### src/rtl/card_jitsu.sv
// Card-Jitsu board game: player card on sw against an LFSR-driven CPU card.
// Shows round results on the RGB LED and tracks per-element wins for both sides.
module card_jitsu #(
  parameter logic [7:0] LFSR_SEED = 8'hA5
) (
  input  logic       clk,
  input  logic       rst,
  input  logic       btn_0,
  input  logic       btn_1,
  input  logic       btn_2,
  input  logic [3:0] sw,
  output logic [3:0] leds,
  output logic       led6_r,
  output logic       led6_g,
  output logic       led6_b
);

  localparam int unsigned ELEM_W  = 2;
  localparam int unsigned SCORE_W = 2;
  localparam int unsigned N_ELEM  = 3;

  localparam logic [ELEM_W-1:0]  FIRE      = 2'd0;
  localparam logic [ELEM_W-1:0]  WATER     = 2'd1;
  localparam logic [ELEM_W-1:0]  SNOW      = 2'd2;
  localparam logic [SCORE_W-1:0] SCORE_MAX = 2'd3;

  typedef enum logic [1:0] {
    SELECT   = 2'd0,
    REVEAL   = 2'd1,
    GAMEOVER = 2'd2
  } state_t;

  state_t                            state;
  logic [7:0]                        lfsr;
  logic [2:0]                        btn_s;
  logic [2:0]                        btn_d;
  logic [N_ELEM-1:0][SCORE_W-1:0]    p_sc;
  logic [N_ELEM-1:0][SCORE_W-1:0]    c_sc;

  logic [2:0]        pulse_c;
  logic [7:0]        lfsr_next_c;
  logic [ELEM_W-1:0] cpu_elem_c;
  logic [1:0]        cpu_val_c;
  logic [ELEM_W-1:0] p_elem_c;
  logic [1:0]        p_val_c;
  logic              card_ok_c;
  logic              p_wins_c;
  logic              c_wins_c;
  logic              p_game_c;
  logic              c_game_c;
  logic [3:0]        select_leds_c;

  function automatic logic [SCORE_W-1:0] sat_inc(input logic [SCORE_W-1:0] x);
    return (x == SCORE_MAX) ? x : x + SCORE_W'(1);
  endfunction

  function automatic logic game_won(input logic [N_ELEM-1:0][SCORE_W-1:0] sc);
    return (sc[0] == SCORE_MAX) || (sc[1] == SCORE_MAX) || (sc[2] == SCORE_MAX) ||
           ((sc[0] != '0) && (sc[1] != '0) && (sc[2] != '0));
  endfunction

  assign pulse_c       = btn_s & ~btn_d;
  assign lfsr_next_c   = {lfsr[6:0], lfsr[7] ^ lfsr[5] ^ lfsr[4] ^ lfsr[3]};
  assign cpu_elem_c    = (lfsr[1:0] == 2'b11) ? FIRE : lfsr[1:0];
  assign cpu_val_c     = lfsr[3:2];
  assign p_elem_c      = sw[1:0];
  assign p_val_c       = sw[3:2];
  assign card_ok_c     = (sw[1:0] != 2'b11);
  assign p_game_c      = game_won(p_sc);
  assign c_game_c      = game_won(c_sc);
  assign select_leds_c = {1'b0, p_sc[2] != '0, p_sc[1] != '0, p_sc[0] != '0};

  // Round outcome for the card on sw against the CPU card currently in the LFSR.
  always_comb begin
    p_wins_c = 1'b0;
    c_wins_c = 1'b0;
    if (p_elem_c == cpu_elem_c) begin
      p_wins_c = (p_val_c > cpu_val_c);
      c_wins_c = (p_val_c < cpu_val_c);
    end else begin
      p_wins_c = ((p_elem_c == FIRE)  && (cpu_elem_c == SNOW))  ||
                 ((p_elem_c == SNOW)  && (cpu_elem_c == WATER)) ||
                 ((p_elem_c == WATER) && (cpu_elem_c == FIRE));
      c_wins_c = ~p_wins_c;
    end
  end

  always_ff @(posedge clk) begin
    if (rst) begin
      state  <= SELECT;
      lfsr   <= LFSR_SEED;
      btn_s  <= '0;
      btn_d  <= '0;
      p_sc   <= '0;
      c_sc   <= '0;
      leds   <= '0;
      led6_r <= 1'b0;
      led6_g <= 1'b0;
      led6_b <= 1'b0;
    end else begin
      lfsr  <= lfsr_next_c;
      btn_s <= {btn_2, btn_1, btn_0};
      btn_d <= btn_s;
      // New game outranks every other press.
      if (pulse_c[2]) begin
        state  <= SELECT;
        p_sc   <= '0;
        c_sc   <= '0;
        leds   <= '0;
        led6_r <= 1'b0;
        led6_g <= 1'b0;
        led6_b <= 1'b0;
      end else begin
        case (state)
          SELECT: begin
            if (pulse_c[0] && card_ok_c) begin
              state  <= REVEAL;
              leds   <= {cpu_val_c, cpu_elem_c};
              led6_g <= p_wins_c;
              led6_r <= c_wins_c;
              led6_b <= ~p_wins_c & ~c_wins_c;
              if (p_wins_c) p_sc[p_elem_c] <= sat_inc(p_sc[p_elem_c]);
              if (c_wins_c) c_sc[cpu_elem_c] <= sat_inc(c_sc[cpu_elem_c]);
            end else begin
              leds   <= select_leds_c;
              led6_r <= 1'b0;
              led6_g <= 1'b0;
              led6_b <= 1'b0;
            end
          end
          REVEAL: begin
            if (pulse_c[1]) begin
              led6_b <= 1'b0;
              if (p_game_c) begin
                state  <= GAMEOVER;
                leds   <= 4'b1111;
                led6_g <= 1'b1;
                led6_r <= 1'b0;
              end else if (c_game_c) begin
                state  <= GAMEOVER;
                leds   <= 4'b0000;
                led6_g <= 1'b0;
                led6_r <= 1'b1;
              end else begin
                state  <= SELECT;
                leds   <= select_leds_c;
                led6_g <= 1'b0;
                led6_r <= 1'b0;
              end
            end
          end
          GAMEOVER: begin
            state <= GAMEOVER;
          end
          default: begin
            state  <= SELECT;
            leds   <= select_leds_c;
            led6_r <= 1'b0;
            led6_g <= 1'b0;
            led6_b <= 1'b0;
          end
        endcase
      end
    end
  end

endmodule

### config.mk
export PLATFORM = sky130hd
export DESIGN_NAME = card_jitsu
export DESIGN_NICKNAME = d
export VERILOG_FILES = /design/src/rtl/card_jitsu.sv
export SDC_FILE = /design/constraint.sdc
export NUM_CORES = 1
export LEC_CHECK = 0
export ABC_AREA = 0
export ABC_CLOCK_PERIOD_IN_PS = 3600
export BUFFER_PORTS_ARGS = -buffer_cell sky130_fd_sc_hd__buf_2
export CAP_MARGIN = 20
export CORE_MARGIN = 1
export CORE_UTILIZATION = 55
export DETAILED_ROUTE_END_ITERATION = 12
export MAX_ROUTING_LAYER = met4
export PLACE_DENSITY_LB_ADDON = 0.12
export SLEW_MARGIN = 20
export SYNTH_ARGS = -nofsm -noshare
export SYNTH_HDL_FRONTEND = slang
export SYNTH_SLANG_ARGS = --single-unit
### constraint.sdc
create_clock -name clk -period 3.6 [get_ports clk]
set_clock_uncertainty 0.1 [all_clocks]
set_input_delay 0.18 -clock clk [delete_from_list [all_inputs] [get_ports clk]]
set_output_delay 0.18 -clock clk [all_outputs]
set_load 0.01 [all_outputs]
# Word level (Yosys, flattened, before mapping)
# Cells that the tools add are included.
dict set report totals {
  reg_bits 35
  latchBits 0
  ram_bits 0
  romBits 0
  input_bits 9
  out_inout_bits 7
  word_cells 120
  mem_count 0
}
dict set report classes {
  n_addsub 2
  mul 0
  div_mod_pow 0
  magnitude_cmp 6
  n_eq_ne 19
  shifts 0
  mux 37
  n_bitwise 10
  reduce_logical 32
}
# cell count
set ops {}
lappend ops {{equality test 2 bit (second input constant)} 12}
lappend ops {{2-to-1 mux 2 bit} 11}
lappend ops {{bitwise mux 6 bit} 2}
lappend ops {{2-to-1 mux 4 bit} 3}
lappend ops {{case mux 4 bit (3 select lines)} 1}
lappend ops {{nonzero test 2 bit} 6}
lappend ops {{2-to-1 mux 1 bit} 11}
lappend ops {{logical AND 1 bit} 10}
lappend ops {{case mux 1 bit (3 select lines)} 3}
lappend ops {{binary-select mux 2 bit (select 2 bit)} 2}
lappend ops {{demux 2 bit (select 2 bit)} 2}
lappend ops {{logical OR 1 bit} 8}
lappend ops {{equality test 2 x 1 -> 1 bit (second input constant)} 3}
lappend ops {{logical NOT 2 bit} 3}
lappend ops {{less-than comparator 2 x 3 -> 1 bit (second input constant)} 2}
lappend ops {{!= test 2 bit (second input constant)} 3}
lappend ops {{case mux 2 bit (3 select lines)} 1}
lappend ops {{AND reduction 3 bit} 2}
lappend ops {{adder 2 x 1 -> 2 bit (second input constant)} 2}
lappend ops {{greater-or-equal comparator 2 x 1 -> 1 bit (second input constant)} 2}
lappend ops {{inverter 1 bit} 4}
lappend ops {{AND reduction 2 bit} 2}
lappend ops {{AND 3 bit} 1}
lappend ops {{2-to-1 mux 3 bit} 1}
lappend ops {{7 further kinds} 9}

# Depth between registers and ports, before layout
dict set report logic_depth {
  depth_word 12
  mapped_depth 7
  ltp_nobuf 6
}

# Worst setup path after synthesis
# OpenSTA, ideal clock, no wires.
dict set report synth_timing {
  kind {reg2reg}
  startpoint {register lfsr[0]}
  endpoint {register c_sc[3] (netlist bit)}
  arrival_ps 1714
  path_slack_ps 1714
  path_stages_with_launch 7
  synth_period_minus_slack_ps 1886
  cell_sequence {dfxtp_1 inv_1 ha_1 mux2_2 a211oi_2 o311a_1 mux2i_1}
}
dict set report synth_via {
  elab_chain_len 9
  elab_cells_between_ends 25
}
# element line_no
set synth_lines {}
lappend synth_lines {{start, declared} 34} ;# logic [7:0] lfsr;
lappend synth_lines {{start signal, assigned} 101} ;# lfsr <= lfsr_next_c;
lappend synth_lines {{equality test 2 bit} 64} ;# assign cpu_elem_c = (lfsr[1:0] == 2'b11) ? FIRE : lfsr[1:0];
lappend synth_lines {{2-to-1 mux 2 bit (*)} 64}
lappend synth_lines {{branches (longest 7 deep; another with adder 2 x 1 -> 2 bit)} -}
lappend synth_lines {{end signal, assigned by index} 123} ;# if (c_wins_c) c_sc[cpu_elem_c] <= sat_inc(c_sc[cpu_elem_c]);
lappend synth_lines {{end, declared} 38} ;# logic [N_ELEM-1:0][SCORE_W-1:0] c_sc;
# Every way passes the cells marked *. The select of a mux whose other input is x is not followed.
# A chain may end at the register's enable or synchronous reset.

# Worst setup path after layout
# Ends and elaborated chain as after synthesis.

==> metrics.md <==
| Metric | Value |
|---|---|
| Die Y | 60.20 um |
| Psw | ~0.00025 W |
| Post-CTS Repair Setup Buffers | 0 |
| Vias in the first global route | approximately 1500 |
| Starting DRT DRC Count | 90 |
| CP Class | reg2reg |
| Avg Synthesized Cell Area | between 9 and 10 sq um |
| Top cells by area, synth | dfxtp_1, mux2i_1, nor2b_1, nand2_1, ha_1 |
| Vias per cell | around 6 |
| Initial core utilization | 59.56% |
| CP Capture Type | flip-flop |
| Row count | 20 |
| Total power | 0.0007950 W |
| First-pass GRT wire length | roughly 6.8 mm |
| Fmax | approximately 450 MHz |
| Worst vdd ir | 0.2277 mV |
| CTS tree | built |
| Top cells by count, synth | dfxtp_1, nand2_1, mux2i_1, nor2b_1, o21ai_0 |
| Crit path time final | approximately 2.2 ns |
| Synth Area in XOR/XNOR | under 10% |
| Largest family of logic cells by synthesized area | compound AO/OA/AOI/OAI gates |
| Final hold violation count | 0 |
| Yosys reg bits | 35 |
| Die Wd | about 60 um |
| Post-synth top area cell | dfxtp_1 |
| Remaining antenna violation count | 0 |
| Synth unique cells | 52 |
| Drt pass-1 iters | 5 |
| Pint | 0.0005447 W |
| Sequential share of power | 52.3% |
| Synth Area in Adders | ~3.4% |
| Final setup viols | 0 |
| Warnings, synthesis | 0 |
| Main synth FF type | dfxtp_1 |
| Initial antenna violation count | 0 |
| Sequential area share after synthesis | 37.61% |
| Synth Area in Simple Gates | 18.27% |
| Mapped Cells | 197 |
| Port bufs | 15 |
| Global route overflow | 0 |
| I/O pin total | 16 |
| CP required | ~3.8 ns |
| Gr usage total | between 20% and 30% |
| Max Cap Viol | 0 |
| Worst-path maximum fanout | 14 |
| FILL cells | 290 |
| Synth-to-layout area growth | 9.134% |
| EDFF count, synth | 0 |
| Wire length per cell | between 15 and 20 um |
| RSZ-0062 raised after global routing | no |
| Layout Nets | 229 |
| Switching power share of the total | 31.49% |
| Vias | roughly 1600 |
| Largest net degree at the start of global routing | 23 |
| Multi-input gate area | roughly 1100 sq um |
| Clk pwr share | between 20% and 30% |
| # DRC | 0 |
| CTS Root Buffer Type | clkbuf_4 |
| Post-synthesis mux area share | roughly 7.6% |
| Slew margin rel. | 61.10% |
| Clk slew on worst S/H paths | about 0.10 ns |
| Post-synth top area share | 37.61% |
| Sink Count | 35 |
| Status | complete, no violations |
| N_diodes | 0 |
| GPL Wtd Cong | roughly 0.93 |
| Leakage | 0.7966 nW |
| Critical Path AT | between 2 and 2.5 ns |
| TNS Setup | 0 ns |
| CTS buffer count | 5 |
| Pwr dens | ~400 nW/um^2 |
| Insertion delay to the later sink of the worst-skew pair | approximately 0.34 ns |
| Die footprint | between 3000 and 4000 sq um |
| Fin crit share | between 60% and 70% |
| PostCTS Resize Cnt | 0 |
| HPWL Detailed | between 3 and 4 mm |
| Worst-margin pin slew | 0.5836 ns |
| Reg2reg setup slack | about 1.4 ns |
| H-tree levels | 2 |
| Area fraction in compound gates after synthesis | 25.25% |
| Clk buf depth | 2 |
| Core area | 3128 sq um |
| Comb power frac | 21.7% |
| Hold Crit Class | in2reg |
| Cell area after technology mapping | between 1500 and 2000 sq um |
| Layout cell share with drive strength beyond 1 | ~17% |
| Count leader, synth | dfxtp_1 |
| Syn nets | approximately 210 |
| Pins Over Slew Limit | 0 |
| CP Launch Type | flip-flop |
| Asr flop ratio synth | 0% |
| Drt total wl | between 4 and 5 mm |
| Register Area | approximately 700 sq um |
[cell type report]
cell class                      instances  area share [%]
Clock buffer                            7           2.215
Clock inverter                          1          0.2462
Inverter                               10           1.846
Multi-Input combinational cell        144           52.98
Tap cell                               44           2.708
Timing Repair Buffer                   19           5.538
Sequential cell                        35           34.46
[layout by cell type, fill, tap and decap left out, drive strengths merged, types with 2 or more instances in the layout]
| cell type | Yosys | routed |
|---|---|---|
| a2111oi | 2 | 2 |
| a211oi | 4 | 4 |
| a21o | 2 | 2 |
| a21oi | 7 | 7 |
| a222oi | 2 | 2 |
| a31oi | 4 | 4 |
| buf | 5 | 16 |
| clkbuf | 3 | 7 |
| dfxtp | 35 | 35 |
| dlygate4sd3 | 0 | 3 |
| ha | 5 | 5 |
| inv | 10 | 10 |
| mux2i | 13 | 13 |
| nand2 | 20 | 20 |
| nand2b | 5 | 5 |
| nand3b | 3 | 3 |
| nor2 | 9 | 9 |
| nor2b | 13 | 13 |
| nor3 | 2 | 2 |
| o211a | 2 | 2 |
| o211ai | 2 | 2 |
| o21a | 2 | 2 |
| o21ai | 13 | 13 |
| o22ai | 2 | 2 |
| o2bb2ai | 3 | 3 |
| o311a | 3 | 3 |
| o32ai | 3 | 3 |
| or2 | 3 | 3 |
| xor2 | 4 | 4 |
[repair_timing]
| action | CTS | global route |
|---|---|---|
| hold buffers | 3 | 0 |
| endpoints found under the hold margin | 3 | 0 |
| endpoints found under the setup margin | 0 | 0 |
[sequential cells by signal, summed over array words and instances, names as in the netlist]
signal	cells
btn_d	3
state	2
btn_s	3
p_sc	6
leds	4
led6_g	1
led6_b	1
lfsr	8
led6_r	1
c_sc	6
[power by group through the flow]
| stage | clock, W | sequential (W) | combinational (W) |
|---|---|---|---|
| floorplan | 0 | 0.000423 | 0.000131 |
| global placement | 0 | 0.000424 | 0.000159 |
| detailed placement | 0 | 0.000425 | 0.000166 |
| CTS | 0.000211 | 0.000416 | 0.000170 |
| global route | 0.000225 | 0.000419 | 0.000189 |
| finish | 0.000207 | 0.000416 | 0.000172 |
[metrics by stage]
| step | hold WS [ns] | instance area, sq um | setup WS (ns) | cells | util [%] |
|---|---|---|---|---|---|
| after CTS | 0.05944 | 2033 | 1.353 | 260 | 65.00 |
| after floorplan | 0.1516 | 1863 | 1.714 | 197 | - |
| after global placement | 0.2898 | 1953 | 1.482 | 249 | 62.44 |
| final | 0.06618 | 2033 | 1.355 | 260 | 65.00 |
| after global routing | 0.06973 | 2033 | 1.200 | 260 | 65.00 |
| after detailed placement | 0.2967 | 1953 | 1.401 | 249 | 62.44 |
[per-layer routing]
layer  global-route usage (%)  up-vias  part of all wire (%)
li1                         -      750                     -
met1                    31.61      747                    44
met2                    43.01       55                    49
met3                    6.926       13                   4.3
met4                    12.62        0                   2.5
met5                        -        -                     0
[kinds of logic after synthesis]
| kind of cell | after synthesis |
|---|---|
| buffers and inverters | 18 |
| AND/OR/NAND/NOR | 62 |
| multiplexers | 14 |
| adder cells (fa/ha/maj) | 5 |
| XOR/XNOR | 5 |
| flip-flops | 35 |
| AO/OA/AOI/OAI | 58 |
[path summary, 6_finish.rpt]
path	startpoint	end	depth (start not counted)
setup / recovery	lfsr[0]	c_sc[3]	6
hold / removal	rst	lfsr[4]	2
setup reg to reg	lfsr[0]	c_sc[3]	6
hold reg to reg	lfsr[6]	lfsr[7]	1
[worst max-delay path, cell delays in order, from the launching register on]
cell	delay [ns]
dfxtp_1	0.37
inv_1	0.07
ha_1	0.40
mux2_2	0.37
a211oi_2	0.38
o311a_1	0.31
mux2i_1	0.19
No activity file was read; power rests on OpenSTA's default activity.
